[src/rtl/tt_serial_pkg.sv]
// Shared constants and state encoding for the bit-serial adder tile.
package tt_serial_pkg;

    localparam int unsigned WIDTH = 8;
    localparam logic [7:0] UIO_OE_MASK = 8'b0011_1000;

    typedef enum logic [1:0] {
        ST_IDLE = 2'd0,
        ST_RUN  = 2'd1,
        ST_DONE = 2'd2
    } state_e;

endpackage

[src/rtl/ha_cell.sv]
// Half-adder cell; two of these plus an OR make the serial full adder.
module ha_cell (
    input  logic a,
    input  logic b,
    output logic s,
    output logic c
);
    assign s = a ^ b;
    assign c = a & b;
endmodule

[src/rtl/tt_um_serial_adder.sv]
// Bit-serial 8-bit adder: loads operands, shifts them LSB first through a full
// adder built from two half-adder cells, and presents the parallel result.
module tt_um_serial_adder
    import tt_serial_pkg::*;
(
    input  logic       clk,
    input  logic       rst_n,
    input  logic       ena,
    input  logic [7:0] ui_in,
    input  logic [7:0] uio_in,
    output logic [7:0] uo_out,
    output logic [7:0] uio_out,
    output logic [7:0] uio_oe
);

    state_e             state_q, state_d;
    logic [2:0]         strb_q;
    logic [WIDTH-1:0]   a_sr_q, a_sr_d;
    logic [WIDTH-1:0]   b_sr_q, b_sr_d;
    logic [WIDTH-1:0]   acc_q, acc_d;
    logic [WIDTH-1:0]   sum_q, sum_d;
    logic [2:0]         cnt_q, cnt_d;
    logic               carry_q, carry_d;
    logic               cout_q, cout_d;

    logic pulse_a, pulse_b, pulse_start, any_load;
    logic hs0, hc0, s_bit, hc1, carry_new;
    logic busy, done;

    logic unused_pins;
    assign unused_pins = ^{ena, uio_in[7:3]};

    assign pulse_a     = uio_in[0] & ~strb_q[0];
    assign pulse_b     = uio_in[1] & ~strb_q[1];
    assign pulse_start = uio_in[2] & ~strb_q[2];
    assign any_load    = pulse_a | pulse_b;

    ha_cell u_ha_ab (
        .a (a_sr_q[0]),
        .b (b_sr_q[0]),
        .s (hs0),
        .c (hc0)
    );

    ha_cell u_ha_cin (
        .a (hs0),
        .b (carry_q),
        .s (s_bit),
        .c (hc1)
    );

    assign carry_new = hc0 | hc1;

    // State register
    always_ff @(posedge clk or negedge rst_n) begin
        if (!rst_n) begin
            state_q <= ST_IDLE;
        end else begin
            state_q <= state_d;
        end
    end

    // Datapath and edge-detect registers
    always_ff @(posedge clk or negedge rst_n) begin
        if (!rst_n) begin
            strb_q  <= '0;
            a_sr_q  <= '0;
            b_sr_q  <= '0;
            acc_q   <= '0;
            sum_q   <= '0;
            cnt_q   <= '0;
            carry_q <= 1'b0;
            cout_q  <= 1'b0;
        end else begin
            strb_q  <= uio_in[2:0];
            a_sr_q  <= a_sr_d;
            b_sr_q  <= b_sr_d;
            acc_q   <= acc_d;
            sum_q   <= sum_d;
            cnt_q   <= cnt_d;
            carry_q <= carry_d;
            cout_q  <= cout_d;
        end
    end

    // Next-state and datapath updates
    always_comb begin
        state_d = state_q;
        a_sr_d  = a_sr_q;
        b_sr_d  = b_sr_q;
        acc_d   = acc_q;
        sum_d   = sum_q;
        cnt_d   = cnt_q;
        carry_d = carry_q;
        cout_d  = cout_q;

        unique case (state_q)
            ST_RUN: begin
                carry_d = carry_new;
                acc_d   = {s_bit, acc_q[WIDTH-1:1]};
                a_sr_d  = {1'b0, a_sr_q[WIDTH-1:1]};
                b_sr_d  = {1'b0, b_sr_q[WIDTH-1:1]};
                cnt_d   = cnt_q + 3'd1;
                if (cnt_q == 3'd7) begin
                    state_d = ST_DONE;
                    sum_d   = {s_bit, acc_q[WIDTH-1:1]};
                    cout_d  = carry_new;
                end
            end
            default: begin
                if (pulse_a) a_sr_d = ui_in;
                if (pulse_b) b_sr_d = ui_in;
                // A load in the same cycle as start wins; start is dropped.
                if (any_load) begin
                    state_d = ST_IDLE;
                end else if (pulse_start) begin
                    state_d = ST_RUN;
                    cnt_d   = '0;
                    carry_d = 1'b0;
                    acc_d   = '0;
                end
            end
        endcase
    end

    // Outputs
    always_comb begin
        busy    = (state_q == ST_RUN);
        done    = (state_q == ST_DONE);
        uo_out  = sum_q;
        uio_out = {2'b00, cout_q, done, busy, 3'b000};
        uio_oe  = UIO_OE_MASK;
    end

endmodule
[config.mk]
export PLATFORM = sky130hd
export DESIGN_NAME = tt_um_serial_adder
export DESIGN_NICKNAME = d
export VERILOG_FILES = /design/src/rtl/tt_serial_pkg.sv /design/src/rtl/ha_cell.sv /design/src/rtl/tt_um_serial_adder.sv
export SDC_FILE = /design/constraint.sdc
export NUM_CORES = 1
export LEC_CHECK = 0
export ABC_AREA = 1
export CORE_ASPECT_RATIO = 2
export CORE_UTILIZATION = 50
export DETAILED_ROUTE_END_ITERATION = 7
export PLACE_DENSITY = 0.79
export SLEW_MARGIN = 40
export SYNTH_ARGS = -nofsm -noshare
export SYNTH_HDL_FRONTEND = slang
export SYNTH_SLANG_ARGS = --single-unit
[constraint.sdc]
create_clock -name clk -period 1.7 [get_ports clk]
set_clock_uncertainty 0.2 [all_clocks]
set_input_delay 0.34 -clock clk [delete_from_list [all_inputs] [get_ports clk]]
set_output_delay 0.34 -clock clk [all_outputs]
set_load 0.01 [all_outputs]
# After elaboration in Yosys (flattened, before gate mapping)
# Index checks and enable logic that the tools add are counted.
[word_totals] regBits=42 out_inout_bits=24
[classes] n_mux=17 eq_ne=5 n_bitwise=12 add_sub_neg=1 n_reduce_logical=7
[op_table] op="8-bit two-way mux" count=7
[op_table] op="3-bit two-way mux" count=3
[op_table] op="2-bit two-way mux" count=4
[op_table] op="2-bit AND reduction" count=3
[op_table] op="2-bit nonzero test" count=3
[op_table] op="1-bit AND" count=5
[op_table] op="2-bit by 1-bit != test with 1-bit output, second input constant" count=2
[op_table] op="3-bit by 1-bit adder with 3-bit output, second input constant" count=1
[op_table] op="3-bit equality test, second input constant" count=1
[op_table] op="1-bit two-way mux" count=3
[op_table] op="1-bit NOT" count=3
[op_table] op="3-bit nonzero test" count=1
[op_table] op="2-bit by 1-bit equality test with 1-bit output, second input constant" count=1
[op_table] op="2-bit equality test, second input constant" count=1
[op_table] op="1-bit OR" count=2
[op_table] op="1-bit XOR" count=2

# Longest topological paths before layout
# Gate-level depths: netlist of the first run.
[logic_depth] depth_word=5 mapped_depth=7 mapped_depth_nobuf=6

# By module
# Synthesis of the first run repeated with hierarchy kept, for this count alone.
[hier_totals] cells_unflattened=232 hier_area_um2=1955.6
[modules_own_cells] module="tt_um_serial_adder" area_per_inst_um2=1930.6 cells_per_inst=230 seq_area_each_um2=1026.0 instances=1
[modules_own_cells] module="ha_cell" area_per_inst_um2=12.5 cells_per_inst=1 seq_area_each_um2=0.0 instances=2

# Worst setup path after synthesis of the first run
# Ideal clock, no wire load.
[synth_path] path_type="reg2reg" startpoint="reg cnt_q[0]" endpoint="reg state_q[1]" slack_ns=0.172 stages_incl_launch_ff=7 n_path_buf=2 arrival_time_ns=1.199 required_ns=1.370 cell_sequence="dfrtp_1 > ha_1 > ha_1 > buf_2 > nand2_1 > buf_2 > o21ai_0"
[synth_via] elab_chain_len=3
[synth_rtl] element="start, declared" line="tt_um_serial_adder.sv:22" rtl="logic [2:0] cnt_q, cnt_d;"
[synth_rtl] element="start signal, assigned" line="tt_um_serial_adder.sv:80" rtl="cnt_q <= cnt_d;"
[synth_rtl] element="3-bit equality test" line="tt_um_serial_adder.sv:104" rtl="if (cnt_q == 3'd7) begin"
[synth_rtl] element="2-bit by 1-bit != test with 1-bit output (no line)"
[synth_rtl] element="2-bit AND reduction (no line)"
[synth_rtl] element="end signal, assigned" line="tt_um_serial_adder.sv:59" rtl="state_q <= state_d;"
[synth_rtl] element="end, declared" line="tt_um_serial_adder.sv:16" rtl="state_e state_q, state_d;"
# No other way between the ends.
# A chain may end at the register's enable or synchronous reset.

# Final worst setup path of the first run
[layout_path] startpoint="reg state_q[0]" endpoint="out uio_out[4]"
[layout_via] elab_chain_len=1
[layout_rtl] element="2-bit equality test" line="tt_um_serial_adder.sv:129" rtl="done = (state_q == ST_DONE);"
[layout_rtl] element="end, declared" line="tt_um_serial_adder.sv:12" rtl="output logic [7:0] uio_out,"
# No other way between the ends.

==> results of run 1 <==
[final timing paths]
| kind | endpoint | startpoint | cells past startpoint | slack [ps] |
|---|---|---|---|---|
| setup reg to reg | b_sr_q[3] | state_q[0] | 5 | 190 |
| max in group asynchronous | b_sr_q[7] | rst_n | 3 | 760 |
| hold / removal | uo_out[2] | uo_out[2] | 2 | 270 |
| min in group asynchronous | strb_q[2] | rst_n | 3 | 330 |
| setup / recovery | uio_out[4] | state_q[0] | 2 | 60 |
| hold reg to reg | uo_out[2] | uo_out[2] | 2 | 270 |
[flip-flops by register name (all words and copies together) (netlist names)]
name,count
cout_q,1
cnt_q,3
a_sr_q,8
state_q,2
b_sr_q,8
uo_out,8
carry_q,1
acc_q,7
strb_q,3
[power groups by stage]
stage / clock [mW] / sequential [mW] / combinational (mW)
6_report: 0.811 / 1.59 / 1.14
5_1_grt: 0.862 / 1.64 / 1.30
4_1_cts: 0.823 / 1.59 / 1.15
3_5_place_dp: 0 / 1.61 / 1.20
3_3_place_gp: 0 / 1.59 / 1.16
2_1_floorplan: 0 / 1.59 / 0.869
[synthesized netlist by cell type]
cell,count
inv_1,11
ha_1,2
dfrtp_1,41
nand2_4,1
inv_4,1
nor2_2,5
nor2_1,4
buf_2,6
or2_0,1
buf_4,17
fa_1,1
a21oi_1,1
inv_2,1
o21ai_0,5
nand2_2,2
nand3_1,50
conb_1,2
buf_6,5
nand4_1,1
nand2_1,72
[cell usage in the layout, fill, tap and decap left out]
| cell | synthesis | routed |
|---|---|---|
| a21oi_1 | 1 | 1 |
| buf_12 | 0 | 2 |
| buf_2 | 6 | 1 |
| buf_4 | 17 | 9 |
| bufinv_16 | 0 | 1 |
| clkbuf_1 | 0 | 1 |
| clkbuf_2 | 0 | 1 |
| clkbuf_8 | 0 | 6 |
| clkdlybuf4s15_1 | 0 | 1 |
| clkdlybuf4s50_1 | 0 | 11 |
| conb_1 | 2 | 13 |
| dfrtp_1 | 41 | 41 |
| dlygate4sd2_1 | 0 | 9 |
| dlygate4sd3_1 | 0 | 1 |
| fa_1 | 1 | 1 |
| ha_1 | 2 | 2 |
| inv_1 | 11 | 11 |
| inv_2 | 1 | 1 |
| inv_4 | 1 | 1 |
| nand2_1 | 72 | 72 |
| nand2_2 | 2 | 2 |
| nand2_4 | 1 | 1 |
| nand3_1 | 50 | 50 |
| nand4_1 | 1 | 1 |
| nor2_1 | 4 | 4 |
| nor2_2 | 5 | 5 |
| o21ai_0 | 5 | 5 |
| or2_0 | 1 | 1 |
[metrics by stage]
| step | std cells | hold slack, ps |
|---|---|---|
| final | 306 | 267 |
| after global routing | 306 | 303 |
| after CTS | 306 | 273 |
| after detailed placement | 297 | 125 |
| after global placement | 297 | 130 |
| after floorplan | 240 | -156 |
[routing by layer]
| metal | routed length (um) | share of wire (%) | global-route usage [%] | vias to the layer above |
|---|---|---|---|---|
| met2 | 2030 | 57 | 35.0 | 35 |
| met4 | 52 | 1.5 | 6.62 | 0 |
| met1 | 1380 | 38 | 23.4 | 712 |
| met3 | 122 | 3.4 | 4.80 | 6 |
| li1 | - | - | - | 746 |
| met5 | 0 | 0 | 0 | - |
[cell type report]
class	instances	area (um2)	share of cell area, %
clock buffer	7	86.3	3.74
clock inverter	1	30.0	1.30
inverter	13	51.3	2.22
multi-input combinational	158	727	31.5
sequential	41	1030	44.4
tap	51	63.8	2.76
timing repair buffer	35	327	14.1
[cell families after synthesis]
group / after synthesis / share of synthesized area (%)
simple gates: 136 / 30.5
buf+inv: 41 / 13.4
flops: 41 / 51.9
compound gates: 6 / 1.52
fa+ha+maj: 3 / 2.28
other cells: 2 / 0.380
[worst min-delay path: cells and delay by family (launching register included)]
kind / cells / cell delay (ps)
flip-flops: 1 / 340
AND/OR/NAND/NOR: 2 / 100
[what timing repair did]
action | CTS | global route
buffers inserted | 0 | 0
resized for setup | 12 | 2
cloned | 0 | 0
hold buffers | 1 | 0
setup endpoints to repair | 11 | 2
hold endpoints to repair | 41 | 0
==> impl_summary.md, run 1 <==
Critical path
Of all nets on the critical path, the largest fanout is 3. The worst setup path is captured at an output pin. The critical path goes through nor2_1 -> clkdlybuf4s15_1. The critical path is of the reg -> out type. The slowest stage of the critical path belongs to the cell dfrtp_1.

The cell family contributing the most delay on the critical path is flip-flops. The worst stage delay on the critical path is 430 ps. The endpoint arrival time on the critical path is 1100 ps. The element type at the critical path start is a register.

The worst path buffer plus inverter count is 1. The required time of the worst setup path is 1160 ps.

Synthesis
Yosys attributes the largest share of cell area to dfrtp_1, nand2_1, nand3_1. Each instance of the synthesized netlist takes up on average 8.63 um2. The area of the mapped netlist is 1980 um2. The post-synthesis instance total is 229. The distinct cell type count after synthesis is 20. The number of flip-flops and latches in the synthesized netlist is 41. The share of Yosys cell area claimed by the top area cell type is 51.9%. The share of synthesized area occupied by flip-flops and latches is 51.9%. The yosys synthesis warning count is 0.

Of all cell types, the one taking the most synthesized area is dfrtp_1.

Final layout
The layout cell share with drive strength beyond 1 is 11.8%. The number of fill cells is 356. The post-layout net count is 276.

The fraction of the core area covered by cells at the end of the flow is 60.8%. The post-synthesis to final-layout area growth is 16.9%. The finished layout cell area is 2310 um2.

The number of diodes is 0.

Detailed routing
The count of nets left with antenna violations once routing finished came out at 0. The post-detailed-route wirelength per cell is 11.7 um. The detailed router finished its first iteration with 27 violations. For this run, design rule violations remaining after detail routing come to 0.

The per-cell via count in the routed design is 4.90. The routed design has 3.59 mm of wire. The via count of the routed design is 1,499.

For this run, the detailed router's first-pass iteration total came to 4.

Die
After floorplanning, the core was divided into 32 placement rows. The die covers 4220 um2. In this run the horizontal extent of the chip is 46.5 um. The area of the core is 3800 um2. The initial cell density of the core is 52.0%.

The height of the chip is 90.9 um. The count of boundary I/O pins is 43.

Global route
The number of global-route vias before repair is 1,492. Global routing used 20.4% of the available tracks. The wire length of the first global-routing pass is 6.31 mm. The number of antenna violations at the first check in global routing is 0.

The leftover overflow at the end of global routing is 0. The maximum number of pins on one net before global-route repair is 42.

Pwr
The internal power of the cells totals 2.31 mW. The share of total power in the clock network is 22.9%. The leakage power total is 1.24 nW. In this run, the combinational gates consume 32.1% of the power.

The part of the power in registers is 45.0%. Across the VDD grid, the largest voltage drop is 0.961 mV. In this run switching power makes up 34.7% of total power. The net switching power is 1.23 mW. For this design the ratio of total power to cell area is 1530 nW/um2.

Overall power consumption after layout is estimated at 3.54 mW.

Timing
The least setup slack across all paths after layout is 58.2 ps. The period utilization is 96.6%. For this run, the top clock speed supported by timing is 0.609 GHz.

The count of final hold-check violations is 0. Setup repair after global routing left no endpoint under its margin. The count of final max-slew check failures is 0.

For the final routed database, the setup TNS stands at 0 ps. The final setup violation count is 0. The clock period minus final worst setup slack is 1640 ps.

Clock tree
The deepest clock path buffer count is 2. The CTS tree is built. Counting every sink on the clock net gives 41. The clock-pin slew reported for the worst setup and hold paths after clock tree synthesis is 80 ps.

The deepest level of the CTS H-tree is 2. CTS placed an instance of clkbuf_8 at the clock tree root. The later pin in the worst-skew pair is clocked with a latency of 290 ps. Buffers inserted during clock tree synthesis total 5.

Placement
At the end of routability-driven placement, the weighted congestion stood at 0.752. The HPWL after detailed placement is 2.53 mm. Before CTS, the worst setup slack after placement is -52.3 ps. After detailed placement, the total cell area comes to 2200 um2. In this run the tool buffered the top-level ports with 23 buffer cells.

Job
The max-cap violation count is 0.

Hold path
The path class of the tightest hold or removal check is reg -> reg.

Outcome
The run finished with clean final reports.
(Power assumes the default switching activity.)
==> run 2: changes to the inputs <==
- SYNTH_HIERARCHICAL: default -> 1
==> run 2 against run 1 <==
Critical path depth increased by 1. Die area decreased by 1.0%. Total power increased by 2.3%. Setup slack got worse by 5.3 ps. Synthesized cell count increased by 1.3%. Cell area increased by 0.92%. Via count increased by 4.1%. Flip-flop and latch count unchanged.
==> impl_summary.md, run 2 <==
Outcome
The run finished with clean final reports.

Synthesis
The share of Yosys cell area claimed by the top area cell type came to 52.5% (+0.56 points). The cell with the most instances after synthesis is nand2_1. After synthesis, the cell types taking the most area are dfrtp_1, nand2_1, nand3_1. The basic-gate share of the synthesized area counting and, or, nand and nor cells is 30.9% (+0.40 points). The post-synthesis instance total is 232 (+1.3%). The async set-or-reset flop fraction in the synthesized netlist is 100% (unchanged). The number of flip-flops and latches in the synthesized netlist came to 41 (unchanged). The area of the mapped netlist is 1960 um2 (-1.1%). The number of enable flip-flop cells after synthesis is 0 (unchanged).

The combinational family with the most area after synthesis is simple AND/OR/NAND/NOR gates. The area share of xor/xnor cells in the synthesized design is 0% (unchanged). The yosys synthesis warning count is 6 (+6). The mux contribution to synthesized area is 0% (unchanged). The commonest cells after synthesis are nand2_1, dfrtp_1, nand3_1. The fraction of the mapped netlist area in compound gates is 1.79% (+0.27 points). The most used flip-flop cell after synthesis is dfrtp_1. The distinct cell type count after synthesis is 18 (-10%). The average size of a mapped cell is 8.43 um2 (-2.4%).

The library cell with the largest summed area after synthesis is dfrtp_1. The adder-cell share of the synthesized area is 2.56% (+0.28 points). The share of synthesized area occupied by flip-flops and latches is 52.5% (+0.56 points).

Detailed routing
The remaining antenna violation count is 0 (unchanged). The initial DRC count is 45 (+67%). The via count of the routed design was 1,560 (+4.1%).

The per-cell via count in the routed design is 4.97 (+1.4%). The DRC violation count after routing is 0 (unchanged). The length of the first detailed-routing pass in iterations was 4 (unchanged). The total routed wirelength is 3.69 mm (+3.0%). The post-detailed-route wirelength per cell is 11.8 um (+0.33%).

Placement
The number of buffers added on ports is 23 (unchanged). The HPWL after detailed placement was 2.58 mm (+2.1%). The weighted congestion reported at the end of routability-driven placement is 0.830 (+10%). The worst setup timing slack at the placement stage is -12.0 ps (+40.3 ps). The placed standard-cell area is 2210 um2 (+0.40%).

Final layout
The layout cell share with drive strength beyond 1 came to 11.7% (-0.067 points). The number of diodes is 0 (unchanged). The area growth from synthesis to layout is 19.3%. The finished layout cell area is 2330 um2 (+0.92%).

The post-layout net count was 287 (+4.0%). The most frequent standard cell in the layout excluding fill and tap cells is nand2_1. In the layout the commonest cells are nand2_1, nand3_1, dfrtp_1.

Clock tree
The CTS tree is built. The number of buffers created by CTS is 5 (unchanged). The later-pin clock latency in the skew report came to 300 ps (about the same). The number of clock sinks seen by CTS is 41 (unchanged). The clock-pin slew reported for the worst setup and hold paths after clock tree synthesis is 80 ps (about the same).

The deepest level of the CTS H-tree came to 2 (unchanged). The deepest clock path buffer count is 2 (unchanged). The root buffer cell chosen for the clock tree is clkbuf_8.

Critical path
In this run the critical register-to-register path is launched from state_q[1]. The number of cells on the critical path was 3 (+1). The worst stage delay on the critical path is 390 ps (-40 ps). The endpoint arrival time on the critical path is 1110 ps (about the same). For this design, the slowest cell found on the critical path is dfrtp_1. The required time of the worst setup path came to 1160 ps (about the same). Tracing the worst setup path back leads to its startpoint at state_q[1]. The worst setup path is of the reg -> out kind. The critical path goes through buf_4 -> nor2_4 -> buf_2. The worst path buffer plus inverter count is 2 (+1). The depth of the worst register-to-register path came to 6 (+1).

The endpoint class of the critical path is an output pin. STA classifies the critical path startpoint as a register. The highest net fanout along the worst path is 2 (-1). Broken down by cell family, the worst path's largest delay share belongs to flip-flops.

Pwr
The power density of the placed cells is 1550 nW/um2 (+1.3%). The leakage power total is 1.27 nW (+2.7%). The worst IR drop on VDD is 1.20 mV (+25%). The total power after layout came to 3.62 mW (+2.3%).

Global route
The global-route usage over all layers is 20.9% (+0.43 points). The leftover overflow at the end of global routing is 0 (unchanged). The wire length of the first global-routing pass came to 6.31 mm (-0.11%).

The maximum number of pins on one net before global-route repair is 42 (unchanged). The number of antenna violations at the first check in global routing was 0 (unchanged). The number of global-route vias before repair is 1,472 (-1.3%).

Timing
The final setup violation count is 0 (unchanged). The count of final hold-check violations is 0 (unchanged). Setup repair after global routing left no endpoint under its margin. The least setup slack across all paths after layout was 53.0 ps (-5.26 ps). The clock period minus final worst setup slack was 1650 ps (+5.26 ps). The highest clock rate is 0.607 GHz (-0.32%). The period utilization is 96.9% (+0.31 points). The final hold slack is 270 ps (+2.39 ps). The count of final max-slew check failures is 0 (unchanged).

Hold path
The start point of the worst hold path is uo_out[6]. In this run the worst hold path is classified as reg -> reg. The number of stages on the worst hold path came to 2 (unchanged).

Die
The die width is 46.2 um (-0.52%). The count of boundary I/O pins came to 43 (unchanged). The area of the core is 3680 um2 (-3.1%).

The number of standard-cell rows in the floorplan was 31 (-3.1%). The initial cell density of the core came to 53.1% (+1.1 points). The height of the chip is 90.4 um (-0.53%). The area of the die is 4180 um2 (-1.0%).

Job
The max-cap violation count is 0 (unchanged).
run 2: cell types whose count changed after synthesis, moves of 3 or more:
cell / delta
inv_1: +4
nand2_1: +9
buf_2: -3
nand3_1: -9
o21ai_1: +3
nor2_1: +4
buf_6: -4
nor2_2: -5
run 2: final timing paths:
| check | slack [ps] | end |
|---|---|---|
| min | 270 | uo_out[6] |
| max reg2reg | 130 | a_sr_q[2] |
| max | 50 | uio_out[3] |
| min reg2reg | 270 | uo_out[6] |
| min in group asynchronous | 330 | state_q[0] |
| max in group asynchronous | 760 | b_sr_q[6] |
run 2: kinds of logic after synthesis:
logic type                 after synthesis
DFF                                     41
and+or+nand+nor                        138
adders and majority gates                4
other                                    2
buffers and inverters                   40
AOI/OAI and AO/OA                        7
run 2: per-layer routing:
metal  GRT usage [%]  up-vias  part of all wire [%]
met4            11.8        0                   4.1
met5               0        -                     0
li1                -      765                     -
met3            4.80       14                   3.5
met2            35.3       44                    55
met1            21.9      737                    37
run 2: worst min-delay path: stages (launching register included):
cell,delay (ps)
dfrtp_1,350
nand2_1,50
nand2_1,40
run 2: area by class of cell:
cell class	instances	area [um2]
fill	336	1350
sequential	41	1030
multi-input combinational	162	738
timing repair buffer	37	328
clock buffer	5	68.8
inverter	17	63.8
tap	49	61.3
clock inverter	3	46.3
run 2: per-stage QoR:
step / std cells / TNS [ps] / utilization, %
2_1_floorplan: 243 / 0 / -
3_3_place_gp: 303 / 0 / 60.0
3_5_place_dp: 303 / -12.0 / 60.0
4_1_cts: 314 / 0 / 63.3
5_1_grt: 314 / 0 / 63.3
6_report: 314 / 0 / 63.3
run 2: where the power goes:
part           internal (mW)  leakage (nW)  switching [mW]
Sequential              1.39         0.520           0.238
Clock                  0.439        0.0543           0.350
Combinational          0.507         0.697           0.694
Total                   2.34          1.27            1.28
run 2: timing repair:
| action | 4_1_cts | 5_1_grt |
|---|---|---|
| buffers inserted | 2 | 0 |
| endpoints found under the hold margin | 41 | 0 |
| endpoints found under the setup margin | 11 | 0 |
| hold buffers | 1 | 0 |
| gates resized for setup | 14 | 0 |
